<file path="src/rtl/wb_stage_mc_pkg.sv">
// ============================================================================
// Module      : wb_stage_mc_pkg
// Description : Shared types and constants for the multi-channel writeback.
// Revision    : 1.0 - initial release
// ============================================================================
`default_nettype none

package wb_stage_mc_pkg;

    typedef enum logic [1:0] {
        ALU       = 2'd0,
        MEM       = 2'd1,
        CSR       = 2'd2,
        PC_PLUS_4 = 2'd3
    } wb_src_t;

    localparam int CH_PIPE   = 0;
    localparam int FWD_XLEN  = 32;
    localparam int FWD_REG_W = 5;
    localparam int FWD_CH_W  = 4;

    typedef struct packed {
        logic                 valid;
        logic [FWD_REG_W-1:0] rd;
        logic [FWD_XLEN-1:0]  rd_data;
        logic [FWD_CH_W-1:0]  ch;
    } wb_fwd_t;

    // Round-robin successor over the side channels 1..num_ch-1.
    function automatic int unsigned rr_after(int unsigned ch, int unsigned num_ch);
        return (ch >= num_ch - 1) ? 1 : ch + 1;
    endfunction

endpackage

`default_nettype wire

</file>
<file path="src/rtl/wb_stage_mc_if.sv">
// ============================================================================
// Module      : wb_stage_mc_if
// Description : Result-channel, register-file and forwarding bundle.
// Revision    : 1.0 - initial release
// ============================================================================
`default_nettype none

interface wb_stage_mc_if
    import wb_stage_mc_pkg::*;
#(
    parameter int NUM_CH = 3,
    parameter int DEPTH  = 2,
    parameter int XLEN   = 32,
    parameter int REG_W  = 5
);
    localparam int CNT_W = $clog2(DEPTH + 1);

    wb_src_t                         ch0_wr_src_i;
    logic [XLEN-1:0]                 ch0_alu_i;
    logic [XLEN-1:0]                 ch0_mem_i;
    logic [XLEN-1:0]                 ch0_csr_i;
    logic [XLEN-1:0]                 ch0_pc4_i;
    logic [NUM_CH-1:0]               ch_valid_i;
    logic [NUM_CH-1:0]               ch_ready_o;
    logic [NUM_CH-1:0]               ch_wr_en_i;
    logic [NUM_CH-1:0][REG_W-1:0]    ch_rd_i;
    logic [NUM_CH-2:0][XLEN-1:0]     ch_data_i;
    logic                            stall_i;
    logic                            flush_i;
    logic [NUM_CH-1:0]               flush_mask_i;
    logic                            rf_wr_en_o;
    logic [REG_W-1:0]                rf_wr_reg_o;
    logic [XLEN-1:0]                 rf_wr_data_o;
    wb_fwd_t                         data_fwd_o;
    logic [NUM_CH-1:0][CNT_W-1:0]    ch_count_o;

    modport master (
        output ch0_wr_src_i, ch0_alu_i, ch0_mem_i, ch0_csr_i, ch0_pc4_i,
        output ch_valid_i, ch_wr_en_i, ch_rd_i, ch_data_i,
        output stall_i, flush_i, flush_mask_i,
        input  ch_ready_o, rf_wr_en_o, rf_wr_reg_o, rf_wr_data_o,
        input  data_fwd_o, ch_count_o
    );

    modport slave (
        input  ch0_wr_src_i, ch0_alu_i, ch0_mem_i, ch0_csr_i, ch0_pc4_i,
        input  ch_valid_i, ch_wr_en_i, ch_rd_i, ch_data_i,
        input  stall_i, flush_i, flush_mask_i,
        output ch_ready_o, rf_wr_en_o, rf_wr_reg_o, rf_wr_data_o,
        output data_fwd_o, ch_count_o
    );

endinterface

`default_nettype wire

</file>
<file path="src/rtl/wb_chan_fifo.sv">
// ============================================================================
// Module      : wb_chan_fifo
// Description : Per-channel result FIFO holding {rd, data}, with flush.
// Revision    : 1.0 - initial release
// ============================================================================
`default_nettype none

module wb_chan_fifo #(
    parameter int DEPTH = 2,
    parameter int XLEN  = 32,
    parameter int REG_W = 5
) (
    input  wire logic                       clk_i,
    input  wire logic                       rst_ni,
    input  wire logic                       push,
    input  wire logic                       pop,
    input  wire logic                       flush,
    input  wire logic [REG_W-1:0]           push_rd,
    input  wire logic [XLEN-1:0]            push_data,
    output logic [$clog2(DEPTH+1)-1:0]      count,
    output logic                            empty,
    output logic                            full,
    output logic [REG_W-1:0]                head_rd,
    output logic [XLEN-1:0]                 head_data
);
    localparam int PTR_W = $clog2(DEPTH);
    localparam int CNT_W = $clog2(DEPTH + 1);

    logic [PTR_W-1:0] wr_ptr;
    logic [PTR_W-1:0] rd_ptr;
    logic [CNT_W-1:0] cnt;
    logic [REG_W-1:0] mem_rd   [DEPTH];
    logic [XLEN-1:0]  mem_data [DEPTH];
    logic             do_push;
    logic             do_pop;

    assign full      = (cnt == CNT_W'(DEPTH));
    assign empty     = (cnt == '0);
    assign do_push   = push && !flush && !full;
    assign do_pop    = pop && !flush && !empty;
    assign count     = cnt;
    assign head_rd   = mem_rd[rd_ptr];
    assign head_data = mem_data[rd_ptr];

    always_ff @(posedge clk_i or negedge rst_ni) begin
        if (!rst_ni) begin
            wr_ptr <= '0;
            rd_ptr <= '0;
            cnt    <= '0;
        end else if (flush) begin
            wr_ptr <= '0;
            rd_ptr <= '0;
            cnt    <= '0;
        end else begin
            if (do_push) wr_ptr <= wr_ptr + PTR_W'(1);
            if (do_pop)  rd_ptr <= rd_ptr + PTR_W'(1);
            cnt <= cnt + CNT_W'(do_push) - CNT_W'(do_pop);
        end
    end

    // Storage carries no reset: an entry is only read while count covers it.
    always_ff @(posedge clk_i) begin
        if (do_push) begin
            mem_rd[wr_ptr]   <= push_rd;
            mem_data[wr_ptr] <= push_data;
        end
    end

endmodule

`default_nettype wire

</file>
<file path="src/rtl/wb_stage_mc.sv">
// ============================================================================
// Module      : wb_stage_mc
// Description : Multi-channel writeback: per-channel FIFOs merged onto one
//               register-file write port, ch0 strict priority, others RR.
// Revision    : 1.0 - initial release
// ============================================================================
`default_nettype none

module wb_stage_mc
    import wb_stage_mc_pkg::*;
#(
    parameter int NUM_CH = 3,
    parameter int DEPTH  = 2,
    parameter int XLEN   = 32,
    parameter int REG_W  = 5
) (
    input  wire logic      clk_i,
    input  wire logic      rst_ni,
    wb_stage_mc_if.slave   bus
);
    localparam int CNT_W = $clog2(DEPTH + 1);
    localparam int CH_W  = $clog2(NUM_CH);

    logic [XLEN-1:0]   ch0_data;
    logic [NUM_CH-1:0] flushed;
    logic [NUM_CH-1:0] push_fire;
    logic [NUM_CH-1:0] store;
    logic [NUM_CH-1:0] pop;
    logic [NUM_CH-1:0] empty;
    logic [NUM_CH-1:0] full;
    logic [NUM_CH-1:0] eligible;
    logic [XLEN-1:0]   push_data [NUM_CH];
    logic [REG_W-1:0]  head_rd   [NUM_CH];
    logic [XLEN-1:0]   head_data [NUM_CH];
    logic [CNT_W-1:0]  count     [NUM_CH];
    logic [CH_W-1:0]   rr_ptr;
    logic [CH_W-1:0]   grant_idx;
    logic              grant_valid;

    always_comb begin
        ch0_data = '0;
        case (bus.ch0_wr_src_i)
            ALU:       ch0_data = bus.ch0_alu_i;
            MEM:       ch0_data = bus.ch0_mem_i;
            CSR:       ch0_data = bus.ch0_csr_i;
            PC_PLUS_4: ch0_data = bus.ch0_pc4_i;
            default:   ch0_data = '0;
        endcase
    end

    generate
        for (genvar c = 0; c < NUM_CH; c++) begin : g_chan
            assign flushed[c]   = bus.flush_i && bus.flush_mask_i[c];
            assign push_fire[c] = bus.ch_valid_i[c] && bus.ch_ready_o[c] && !flushed[c];
            // Results that write nothing complete the handshake without a slot.
            assign store[c]     = push_fire[c] && bus.ch_wr_en_i[c] && (bus.ch_rd_i[c] != '0);
            assign eligible[c]  = !empty[c] && !flushed[c];

            if (c == CH_PIPE) begin : g_pipe
                assign push_data[c] = ch0_data;
            end else begin : g_side
                assign push_data[c] = bus.ch_data_i[c-1];
            end

            wb_chan_fifo #(
                .DEPTH (DEPTH),
                .XLEN  (XLEN),
                .REG_W (REG_W)
            ) u_fifo (
                .clk_i     (clk_i),
                .rst_ni    (rst_ni),
                .push      (store[c]),
                .pop       (pop[c]),
                .flush     (flushed[c]),
                .push_rd   (bus.ch_rd_i[c]),
                .push_data (push_data[c]),
                .count     (count[c]),
                .empty     (empty[c]),
                .full      (full[c]),
                .head_rd   (head_rd[c]),
                .head_data (head_data[c])
            );
        end
    endgenerate

    always_comb begin
        for (int c = 0; c < NUM_CH; c++) begin
            bus.ch_ready_o[c] = rst_ni && !full[c];
            bus.ch_count_o[c] = count[c];
        end
    end

    always_comb begin
        int idx;
        idx         = 0;
        grant_valid = 1'b0;
        grant_idx   = '0;
        if (!bus.stall_i) begin
            if (eligible[CH_PIPE]) begin
                grant_valid = 1'b1;
                grant_idx   = CH_W'(CH_PIPE);
            end else begin
                for (int k = 0; k < NUM_CH - 1; k++) begin
                    idx = ((int'(rr_ptr) - 1 + k) % (NUM_CH - 1)) + 1;
                    if (!grant_valid && eligible[idx]) begin
                        grant_valid = 1'b1;
                        grant_idx   = CH_W'(idx);
                    end
                end
            end
        end
    end

    always_comb begin
        pop = '0;
        if (grant_valid) pop[grant_idx] = 1'b1;
    end

    always_comb begin
        bus.rf_wr_en_o   = grant_valid;
        bus.rf_wr_reg_o  = grant_valid ? head_rd[grant_idx]   : '0;
        bus.rf_wr_data_o = grant_valid ? head_data[grant_idx] : '0;
        bus.data_fwd_o   = '0;
        if (grant_valid) begin
            bus.data_fwd_o.valid   = 1'b1;
            bus.data_fwd_o.rd      = FWD_REG_W'(head_rd[grant_idx]);
            bus.data_fwd_o.rd_data = FWD_XLEN'(head_data[grant_idx]);
            bus.data_fwd_o.ch      = FWD_CH_W'(grant_idx);
        end
    end

    // Pipe grants leave the side-channel rotation untouched.
    always_ff @(posedge clk_i or negedge rst_ni) begin
        if (!rst_ni) begin
            rr_ptr <= CH_W'(1);
        end else if (grant_valid && (grant_idx != CH_W'(CH_PIPE))) begin
            rr_ptr <= CH_W'(rr_after(32'(grant_idx), NUM_CH));
        end
    end

endmodule

`default_nettype wire

</file>
<file path="src/flat_wrapper.sv">
// flat-port wrapper written by rule: the top's interface ports become plain ports
module wb_stage_mc_flat import wb_stage_mc_pkg::*;
#(
    parameter int NUM_CH = 3,
    parameter int DEPTH  = 2,
    parameter int XLEN   = 32,
    parameter int REG_W  = 5
)
  (clk_i, rst_ni, bus_ch0_wr_src_i, bus_ch0_alu_i, bus_ch0_mem_i, bus_ch0_csr_i, bus_ch0_pc4_i, bus_ch_valid_i, bus_ch_wr_en_i, bus_ch_rd_i, bus_ch_data_i, bus_stall_i, bus_flush_i, bus_flush_mask_i, bus_ch_ready_o, bus_rf_wr_en_o, bus_rf_wr_reg_o, bus_rf_wr_data_o, bus_data_fwd_o, bus_ch_count_o);
  wb_stage_mc_if #(.NUM_CH(NUM_CH), .DEPTH(DEPTH), .XLEN(XLEN), .REG_W(REG_W)) bus_i ();
  input  wire logic clk_i;
  input  wire logic rst_ni;
  input wire logic [$bits(bus_i.ch0_wr_src_i)-1:0] bus_ch0_wr_src_i;
  input wire logic [$bits(bus_i.ch0_alu_i)-1:0] bus_ch0_alu_i;
  input wire logic [$bits(bus_i.ch0_mem_i)-1:0] bus_ch0_mem_i;
  input wire logic [$bits(bus_i.ch0_csr_i)-1:0] bus_ch0_csr_i;
  input wire logic [$bits(bus_i.ch0_pc4_i)-1:0] bus_ch0_pc4_i;
  input wire logic [$bits(bus_i.ch_valid_i)-1:0] bus_ch_valid_i;
  input wire logic [$bits(bus_i.ch_wr_en_i)-1:0] bus_ch_wr_en_i;
  input wire logic [$bits(bus_i.ch_rd_i)-1:0] bus_ch_rd_i;
  input wire logic [$bits(bus_i.ch_data_i)-1:0] bus_ch_data_i;
  input wire logic [$bits(bus_i.stall_i)-1:0] bus_stall_i;
  input wire logic [$bits(bus_i.flush_i)-1:0] bus_flush_i;
  input wire logic [$bits(bus_i.flush_mask_i)-1:0] bus_flush_mask_i;
  output wire logic [$bits(bus_i.ch_ready_o)-1:0] bus_ch_ready_o;
  output wire logic [$bits(bus_i.rf_wr_en_o)-1:0] bus_rf_wr_en_o;
  output wire logic [$bits(bus_i.rf_wr_reg_o)-1:0] bus_rf_wr_reg_o;
  output wire logic [$bits(bus_i.rf_wr_data_o)-1:0] bus_rf_wr_data_o;
  output wire logic [$bits(bus_i.data_fwd_o)-1:0] bus_data_fwd_o;
  output wire logic [$bits(bus_i.ch_count_o)-1:0] bus_ch_count_o;
  assign bus_i.ch0_wr_src_i = bus_ch0_wr_src_i;
  assign bus_i.ch0_alu_i = bus_ch0_alu_i;
  assign bus_i.ch0_mem_i = bus_ch0_mem_i;
  assign bus_i.ch0_csr_i = bus_ch0_csr_i;
  assign bus_i.ch0_pc4_i = bus_ch0_pc4_i;
  assign bus_i.ch_valid_i = bus_ch_valid_i;
  assign bus_i.ch_wr_en_i = bus_ch_wr_en_i;
  assign bus_i.ch_rd_i = bus_ch_rd_i;
  assign bus_i.ch_data_i = bus_ch_data_i;
  assign bus_i.stall_i = bus_stall_i;
  assign bus_i.flush_i = bus_flush_i;
  assign bus_i.flush_mask_i = bus_flush_mask_i;
  assign bus_ch_ready_o = bus_i.ch_ready_o;
  assign bus_rf_wr_en_o = bus_i.rf_wr_en_o;
  assign bus_rf_wr_reg_o = bus_i.rf_wr_reg_o;
  assign bus_rf_wr_data_o = bus_i.rf_wr_data_o;
  assign bus_data_fwd_o = bus_i.data_fwd_o;
  assign bus_ch_count_o = bus_i.ch_count_o;
  wb_stage_mc #(.NUM_CH(NUM_CH), .DEPTH(DEPTH), .XLEN(XLEN), .REG_W(REG_W)) u_core (.clk_i(clk_i), .rst_ni(rst_ni), .bus(bus_i));
endmodule
</file>
<file path="config.mk">
export PLATFORM = sky130hd
export DESIGN_NAME = wb_stage_mc_flat
export DESIGN_NICKNAME = d
export VERILOG_FILES = /design/src/rtl/wb_stage_mc_pkg.sv /design/src/rtl/wb_stage_mc_if.sv /design/src/rtl/wb_chan_fifo.sv /design/src/rtl/wb_stage_mc.sv /design/src/flat_wrapper.sv
export SDC_FILE = /design/constraint.sdc
export NUM_CORES = 1
export LEC_CHECK = 0
export ABC_AREA = 1
export BUFFER_PORTS_ARGS = -buffer_cell sky130_fd_sc_hd__buf_2
export CAP_MARGIN = 20
export CORE_MARGIN = 3
export CORE_UTILIZATION = 59
export CTS_BUF_LIST = sky130_fd_sc_hd__clkbuf_8
export DETAILED_ROUTE_END_ITERATION = 7
export HOLD_SLACK_MARGIN = 0.03
export PLACE_DENSITY = 0.89
export SLEW_MARGIN = 20
export SYNTH_ARGS = -nofsm -noshare
export SYNTH_HDL_FRONTEND = slang
export SYNTH_HIERARCHICAL = 1
export SYNTH_SLANG_ARGS = --single-unit
</file>
<file path="constraint.sdc">
create_clock -name clk_i -period 7.09 [get_ports clk_i]
set_input_delay 0.709 -clock clk_i [delete_from_list [all_inputs] [get_ports clk_i]]
set_output_delay 0.709 -clock clk_i [all_outputs]
set_load 0.02 [all_outputs]
</file>
Word level (Yosys, flattened, before mapping)
Memory sizes are Yosys's and may differ from the RTL's.
Cells that the tools add are included.
{ "totals": {"memories": 6, "ramBits": 222, "regBits": 14, "rom_bits": 0, "input_bits": 222, "latch_bits": 0, "out_inout_bits": 89} }
{ "classes": {"order_cmp": 6, "n_mul": 0, "n_bitwise": 3, "div_mod_pow": 0, "add_sub_neg": 17, "reduce_logical": 60, "n_eq_ne": 6, "shift": 0, "n_mux": 51} }
{ "mem_list": {"columns": ["name", "depth", "width", "rd", "rd_clocked_by_memory_dff", "wr", "line_no", "source"], "rows": [
  ["u_core.g_chan[0].u_fifo.mem_data", 2, 32, 1, 0, 1, "wb_chan_fifo.sv:33", "logic [XLEN-1:0] mem_data [DEPTH];"],
  ["u_core.g_chan[1].u_fifo.mem_data", 2, 32, 1, 0, 1, "wb_chan_fifo.sv:33", null],
  ["u_core.g_chan[2].u_fifo.mem_data", 2, 32, 1, 0, 1, "wb_chan_fifo.sv:33", null],
  ["u_core.g_chan[0].u_fifo.mem_rd", 2, 5, 1, 0, 1, "wb_chan_fifo.sv:32", "logic [REG_W-1:0] mem_rd [DEPTH];"],
  ["u_core.g_chan[1].u_fifo.mem_rd", 2, 5, 1, 0, 1, "wb_chan_fifo.sv:32", null],
  ["u_core.g_chan[2].u_fifo.mem_rd", 2, 5, 1, 0, 1, "wb_chan_fifo.sv:32", null]
]} }
{ "op_table": {"columns": ["operator", "n"], "rows": [
  ["32-bit one-hot mux with 4 select lines", 1],
  ["32-bit 2-to-1 mux", 3],
  ["32-bit binary-select mux with 2-bit select", 1],
  ["32-bit by 4-bit < comparator with 1-bit output (second input constant)", 2],
  ["42-bit 2-to-1 mux", 1],
  ["1-bit logical AND", 36],
  ["32-bit by 2-bit adder with 32-bit output (second input constant)", 1],
  ["1-bit 2-to-1 mux", 29],
  ["2-bit 2-to-1 mux", 8],
  ["5-bit 2-to-1 mux", 3],
  ["5-bit nonzero test", 3],
  ["2-bit nonzero test", 7],
  ["5-bit binary-select mux with 2-bit select", 1],
  ["2-bit equality test (second input constant)", 5],
  ["1-bit zero test", 10],
  ["2-bit zero test", 4],
  ["1-bit adder (second input constant)", 6],
  ["2-bit by 1-bit adder with 2-bit output", 3],
  ["2-bit by 2-bit adder with 3-bit output (second input constant)", 2],
  ["2-bit by 1-bit subtractor with 2-bit output", 3],
  ["1-bit binary-select mux with 2-bit select", 2],
  ["3-bit greater-or-equal comparator (second input constant)", 1],
  ["2-bit by 3-bit < comparator with 1-bit output (second input constant)", 1],
  ["3-bit 2-to-1 mux", 1],
  ["8 further kinds", 9]
]} }

Logic depth before layout (Yosys ltp)
{ "logic_depth": {"word_depth": 23, "depth_mapped": 20, "ltp_nobuf": 19} }

Modules after synthesis
Netlist, hierarchy kept.
{ "modules_own_cells": {"columns": ["mod", "instances", "area_each_um2", "cells_each"], "rows": [
  ["wb_chan_fifo", 3, 2964.1, 230],
  ["wb_stage_mc", 1, 2356.0, 480]
]} }

Worst setup path before layout
OpenSTA, ideal clock, no wires.
{ "synth_path": {"path_kind": "input -> register", "startpoint": "input rst_ni", "endpoint": "memory u_core.g_chan[0].u_fifo.mem_data[1][0] (enable)", "setup_time_ns": 0.431, "t_arrival_ns": 3.230, "stages": 7, "n_path_buf": 0, "slack_ns": 3.429, "cell_sequence": "inv_1 > nor2_1 > nand4_1 > a21oi_1 > a21boi_0 > nand2_1 > nor2_1"} }
{ "synth_between": {"elab_chain_cells": 9} }
{ "synth_lines": {"columns": ["element", "line_no", "source"], "rows": [
  ["from (decl)", "flat_wrapper.sv:12", "input wire logic rst_ni;"],
  ["1-bit logical AND", "wb_stage_mc.sv:88", "bus.ch_ready_o[c] = rst_ni && !full[c];"],
  ["named net bus_ch_ready_o[0]", "flat_wrapper.sv:25", "output wire logic [$bits(bus_i.ch_ready_o)-1:0] bus_ch_ready_o;"],
  ["1-bit logical AND (2 in series)", "wb_stage_mc.sv:54", "assign push_fire[c] = bus.ch_valid_i[c] && bus.ch_ready_o[c] && !flushed[c];"],
  ["1-bit logical AND (2 in series)", "wb_stage_mc.sv:56", "assign store[c] = push_fire[c] && bus.ch_wr_en_i[c] && (bus.ch_rd_i[c] != '0);"],
  ["named net u_core.store[0]", "wb_stage_mc.sv:27", "logic [NUM_CH-1:0] store;"],
  ["1-bit logical AND (2 in series)", "wb_chan_fifo.sv:39", "assign do_push = push && !flush && !full;"],
  ["1-bit 2-to-1 mux", "wb_chan_fifo.sv:63", "if (do_push) begin"],
  ["1-bit 2-to-1 mux (implied by the code)", "wb_chan_fifo.sv:65", "mem_data[wr_ptr] <= push_data;"],
  ["to (decl)", "wb_chan_fifo.sv:33", null]
]} }
The timed path passes the listed nets, and every way through them passes these cells.

Worst setup path in the final report
{ "layout_path": {"startpoint": "register u_core.g_chan[1].u_fifo.cnt[1]", "endpoint": "output bus_data_fwd_o[34]"} }
{ "layout_between": {"elab_chain_cells": 19, "word_cells_on_any_way": 26} }
{ "layout_lines": {"columns": ["element", "line_no", "source"], "rows": [
  ["from (decl)", "wb_chan_fifo.sv:31", "logic [CNT_W-1:0] cnt;"],
  ["from (signal assigned)", "wb_chan_fifo.sv:57", "cnt <= cnt + CNT_W'(do_push) - CNT_W'(do_pop);"],
  ["2-bit zero test *", "wb_chan_fifo.sv:38", "assign empty = (cnt == '0);"],
  ["named net u_core.empty[1]", "wb_stage_mc.sv:29", "logic [NUM_CH-1:0] empty;"],
  ["1-bit zero test *", "wb_stage_mc.sv:57", "assign eligible[c] = !empty[c] && !flushed[c];"],
  ["1-bit logical AND *", "wb_stage_mc.sv:57", null],
  ["1-bit binary-select mux with 2-bit select", "wb_stage_mc.sv:105", "if (!grant_valid && eligible[idx]) begin"],
  ["1-bit 2-to-1 mux (implied by the code) (2 in series)", "wb_stage_mc.sv:105", null],
  ["1-bit 2-to-1 mux", "wb_stage_mc.sv:105", null],
  ["1-bit 2-to-1 mux", "wb_stage_mc.sv:99", "if (eligible[CH_PIPE]) begin"],
  ["[2 not listed]", null, null],
  ["1-bit logical AND", "wb_stage_mc.sv:105", null],
  ["2-bit 2-to-1 mux", "wb_stage_mc.sv:105", null],
  ["2-bit 2-to-1 mux", "wb_stage_mc.sv:99", null],
  ["2-bit 2-to-1 mux", "wb_stage_mc.sv:98", "if (!bus.stall_i) begin"],
  ["2-bit NOT with 3-bit output (implied by the code)", "wb_stage_mc.sv:127", "bus.data_fwd_o.rd_data = FWD_XLEN'(head_data[grant_idx]);"],
  ["32-bit binary-select mux with 2-bit select", "wb_stage_mc.sv:127", null],
  ["32-bit 2-to-1 mux (implied by the code) (2 in series)", "wb_stage_mc.sv:127", null],
  ["42-bit 2-to-1 mux *", "wb_stage_mc.sv:124", "if (grant_valid) begin"],
  ["to (decl)", "flat_wrapper.sv:29", "output wire logic [$bits(bus_i.data_fwd_o)-1:0] bus_data_fwd_o;"]
]} }
The timed path passes the listed nets; every way through them passes the cells marked *. The select of a mux whose other input is x is not followed.

==> summary.md <==
| Metric | Value |
|---|---|
| Initial drt markers | `1000` |
| Worst stage delay on the critical path | `510 ps` |
| GP Congestion | `0.959` |
| Sequential area share after synthesis | `62.4%` |
| Cell Area, Synth | `11200 um^2` |
| Hpwl dp | `23700 um` |
| M1 GR Usage | `35.4%` |
| Cell Pwr Density | `between 300 and 400 nW/um^2` |
| WL final | `between 30000 and 40000 um` |
| Reg2reg end | `u_core/g_chan[0].u_fifo/mem_data[1][26]` |
| Relative slew slack | `between 30% and 40%` |
| Worst Hold Class | `input pin to asynchronous set/reset pin` |
| Cells after synthesis | `between 1000 and 1500` |
| Clock share of power | `between 20% and 30%` |
| Max-Cap Viols | `0` |
| Critical-path top delay cell | `inv_2` |
| Die area | `20800 um^2` |
| Slew @ Worst Pin | `approximately 1000 ps` |
| GRT busiest layer | `met2` |
| Vias | `9437` |
| Final nets | `1664` |
| Final setup margin | `around 3000 ps` |
| Tmin final | `about 4100 ps` |
| Rows | `between 40 and 50` |
| Die height | `about 140 um` |
| GRT overflow | `0` |
| Leak pwr | `6.23 nW` |
| Root Driver | `clkbuf_8` |
| Setup crit end kind | `primary output` |
| Kind of critical path | `register to primary output` |
| Worst Setup Start Kind | `register` |
| Sequential share of power | `37.6%` |
| First-pass GRT wire length | `46900 um` |
| Critical path buffer and inverter count | `6` |
| Clk slew on worst S/H paths | `60 ps` |
| Total Routing Usage GR | `30.5%` |
| Achievable Freq | `roughly 250 MHz` |
| Run status | `finished clean` |
| Layout cells sized above 1 | `26.7%` |
| CTS tree | `yes` |
| Initial antenna violation count | `4` |
| Distinct cells, synth | `25` |
| Critical path fanouts, max | `26` |
| Crit-path cells | `inv_1 > nand2_1 > inv_1 > inv_1 > nand2_1 > inv_1 > nand3_4 > inv_2 > nand2_1 > nand2_1 > nand2_1 > nand2_1 > buf_2` |
| # hold bufs at CTS | `0` |
| Pwr Total | `4.35 mW` |
| RSZ-0062 raised after global routing | `no` |
| DRC | `0` |
| Reg2Reg Depth | `8` |
| Number of global-route vias before repair | `8926` |
| Comb power frac | `between 30 and 40%` |
| DIE WIDTH | `between 100 and 150 um` |
| Sw frac | `about two fifths` |
| NetSw | `~1.8 mW` |
| Initial Utilization | `61.4%` |
| Arrival @ worst endpoint | `3350 ps` |
| Ys async rst share | `5.93%` |
| Final setup fails | `0` |
| Top Ports | `311` |
| Post-synth EDFFs | `approximately 220` |
| Non-Filler Instances | `1699` |
| Initial DRT Pass Iterations | `6` |
| Tcrit/Tclk final | `57.2%` |
| Detail Route Antenna Nets | `0` |
| Total CTS buffers | `37` |
| Sequential cell area | `7020 um^2` |
| Wire per inst | `19.2 um` |
| Hold Violations, Final | `0` |
| Clk buf depth | `3` |
| Post-CTS Setup Inserts | `0` |
| Final setup TNS | `0 ps` |
| Latest clock arrival within the worst-skew pair | `between 500 and 600 ps` |
| Ys Warns | `6` |
| Worst slack at placement | `3350 ps` |
| Port Buffers | `approximately 310` |
| Worst reg2reg startpoint | `u_core/g_chan[0].u_fifo/count[1]` |
| Vias per inst | `5.55` |
| Filler Cell Count | `about 1200` |
| Critical Path RT | `6380 ps` |
| Dpl cell area | `12500 um^2` |
| Fin area | `13200 um^2` |
| Post-CTS Resized | `0` |
| Dpl cells | `1624` |
| #FFs+latches synth | `236` |
| Syn-to-layout area delta | `17.7%` |
| CORE AREA | `18300 um^2` |
| M3 GR Usage | `6.38%` |
| Final Max Tran Viols | `0` |
| Multi-input logic area | `approximately 3400 um^2` |
| H-Tree Depth | `2` |
| Int Power | `2.59 mW` |
| Avg Cell Area, Syn | `9.61 um^2` |
| Crit path top cell by count | `nand2_1` |
| CP delay by family, top | `buffers and inverters` |
| Prevailing post-synth register cell | `edfxtp_1` |
| Clk sink count | `236` |
| Peak VDD IR | `0.000146 V` |
| Worst Skew | `approximately 31 ps` |
| Pin count of the biggest net entering global routing | `40` |
| FF-to-FF setup slack | `3740 ps` |
| Met2 Usage GRT | `50.6%` |
## stage by stage
step	hold slack [ps]	utilization, %
final	87.5	72.2
after global routing	89.5	72.2
after CTS	74.6	71.8
after detailed placement	557	68.1
after global placement	548	68.1
after floorplan	413	-
## cell usage after synthesis (4+ instances only)
cell type / count / area share [%]
clkbuf_1: 14 / 0.47
nand2_1: 593 / 20
buf_2: 10 / 0.44
o21ai_0: 4 / 0.18
inv_2: 7 / 0.23
nand2_2: 7 / 0.39
inv_1: 61 / 2.0
edfxtp_1: 222 / 59
dfrtp_1: 13 / 2.9
nand3_1: 63 / 2.8
ha_1: 6 / 0.67
buf_4: 47 / 3.1
nand4_1: 55 / 3.1
nor2_1: 27 / 0.90
a21oi_1: 6 / 0.27
buf_6: 19 / 1.9
## power groups by stage
stage / Sequential [mW] / Clock (mW) / Combinational [mW]
after floorplan: 1.67 / 0 / 1.23
after global placement: 1.66 / 0 / 1.58
after detailed placement: 1.66 / 0 / 1.61
after CTS: 1.64 / 1.08 / 1.62
after global routing: 1.64 / 1.14 / 1.78
final: 1.64 / 1.07 / 1.65
## worst max-delay path by stage
| stage | start | to | cells past startpoint |
|---|---|---|---|
| after floorplan | rst_ni | u_core/g_chan[0].u_fifo/mem_data[1][0] | 7 |
| after global placement | rst_ni | u_core/g_chan[0].u_fifo/mem_data[1][15] | 8 |
| after detailed placement | rst_ni | u_core/g_chan[0].u_fifo/mem_data[1][3] | 8 |
| after CTS | u_core/g_chan[1].u_fifo/count[1] | bus_data_fwd_o[34] | 13 |
| after global routing | u_core/g_chan[1].u_fifo/count[1] | bus_rf_wr_data_o[30] | 13 |
| final | u_core/g_chan[1].u_fifo/count[1] | bus_data_fwd_o[34] | 13 |
## cell type report
type                       instances  share of cell area (%)
sequential                       236                    53.0
multi-input combinational        777                    25.3
timing repair buffer             316                    12.3
clock buffer                      39                    4.06
tap                              229                    2.16
inverter                          68                    1.93
clock inverter                    29                    1.11
antenna                            5                  0.0945
## layer usage
layer  part of all wire [%]  vias up
li1                       -     4353
met1                     33     4271
met2                     49      662
met3                     10      149
met4                    7.7        2
met5                  0.040        -
## layout by cell type, fill, tap and decap left out, types with 2 or more instances in the layout
cell / count
nand2_2: 7
buf_4: 6
clkbuf_8: 39
dfrtp_1: 13
buf_2: 308
inv_1: 76
conb_1: 2
diode_2: 5
nor3_1: 3
nor2_1: 21
nand2_4: 2
a21boi_0: 3
nor2_8: 2
o21ai_0: 4
edfxtp_1: 222
a21oi_1: 6
clkinv_2: 6
buf_12: 2
ha_1: 6
nand3_1: 63
nand3_4: 2
nand2_1: 593
nor2_4: 6
clkinv_1: 6
inv_2: 7
nand4_1: 55
## state kept, by name, indices dropped and copies added, names as in the netlist
signal,cells
u_core/g_chan.u_fifo/wr_ptr,3
u_core/g_chan.u_fifo/rd_ptr,3
u_core/rr_ptr,2
u_core/g_chan.u_fifo/count,6
u_core/g_chan.u_fifo/mem_rd,30
u_core/g_chan.u_fifo/mem_data,192
## kinds of logic after synthesis
| kind of cell | synth area share, % |
|---|---|
| compound gates | 0.690 |
| fa+ha+maj | 0.667 |
| simple gates | 28.0 |
| buf+inv | 8.22 |
| other cells | 0.0333 |
| flops | 62.4 |
(Power assumes the default switching activity.)
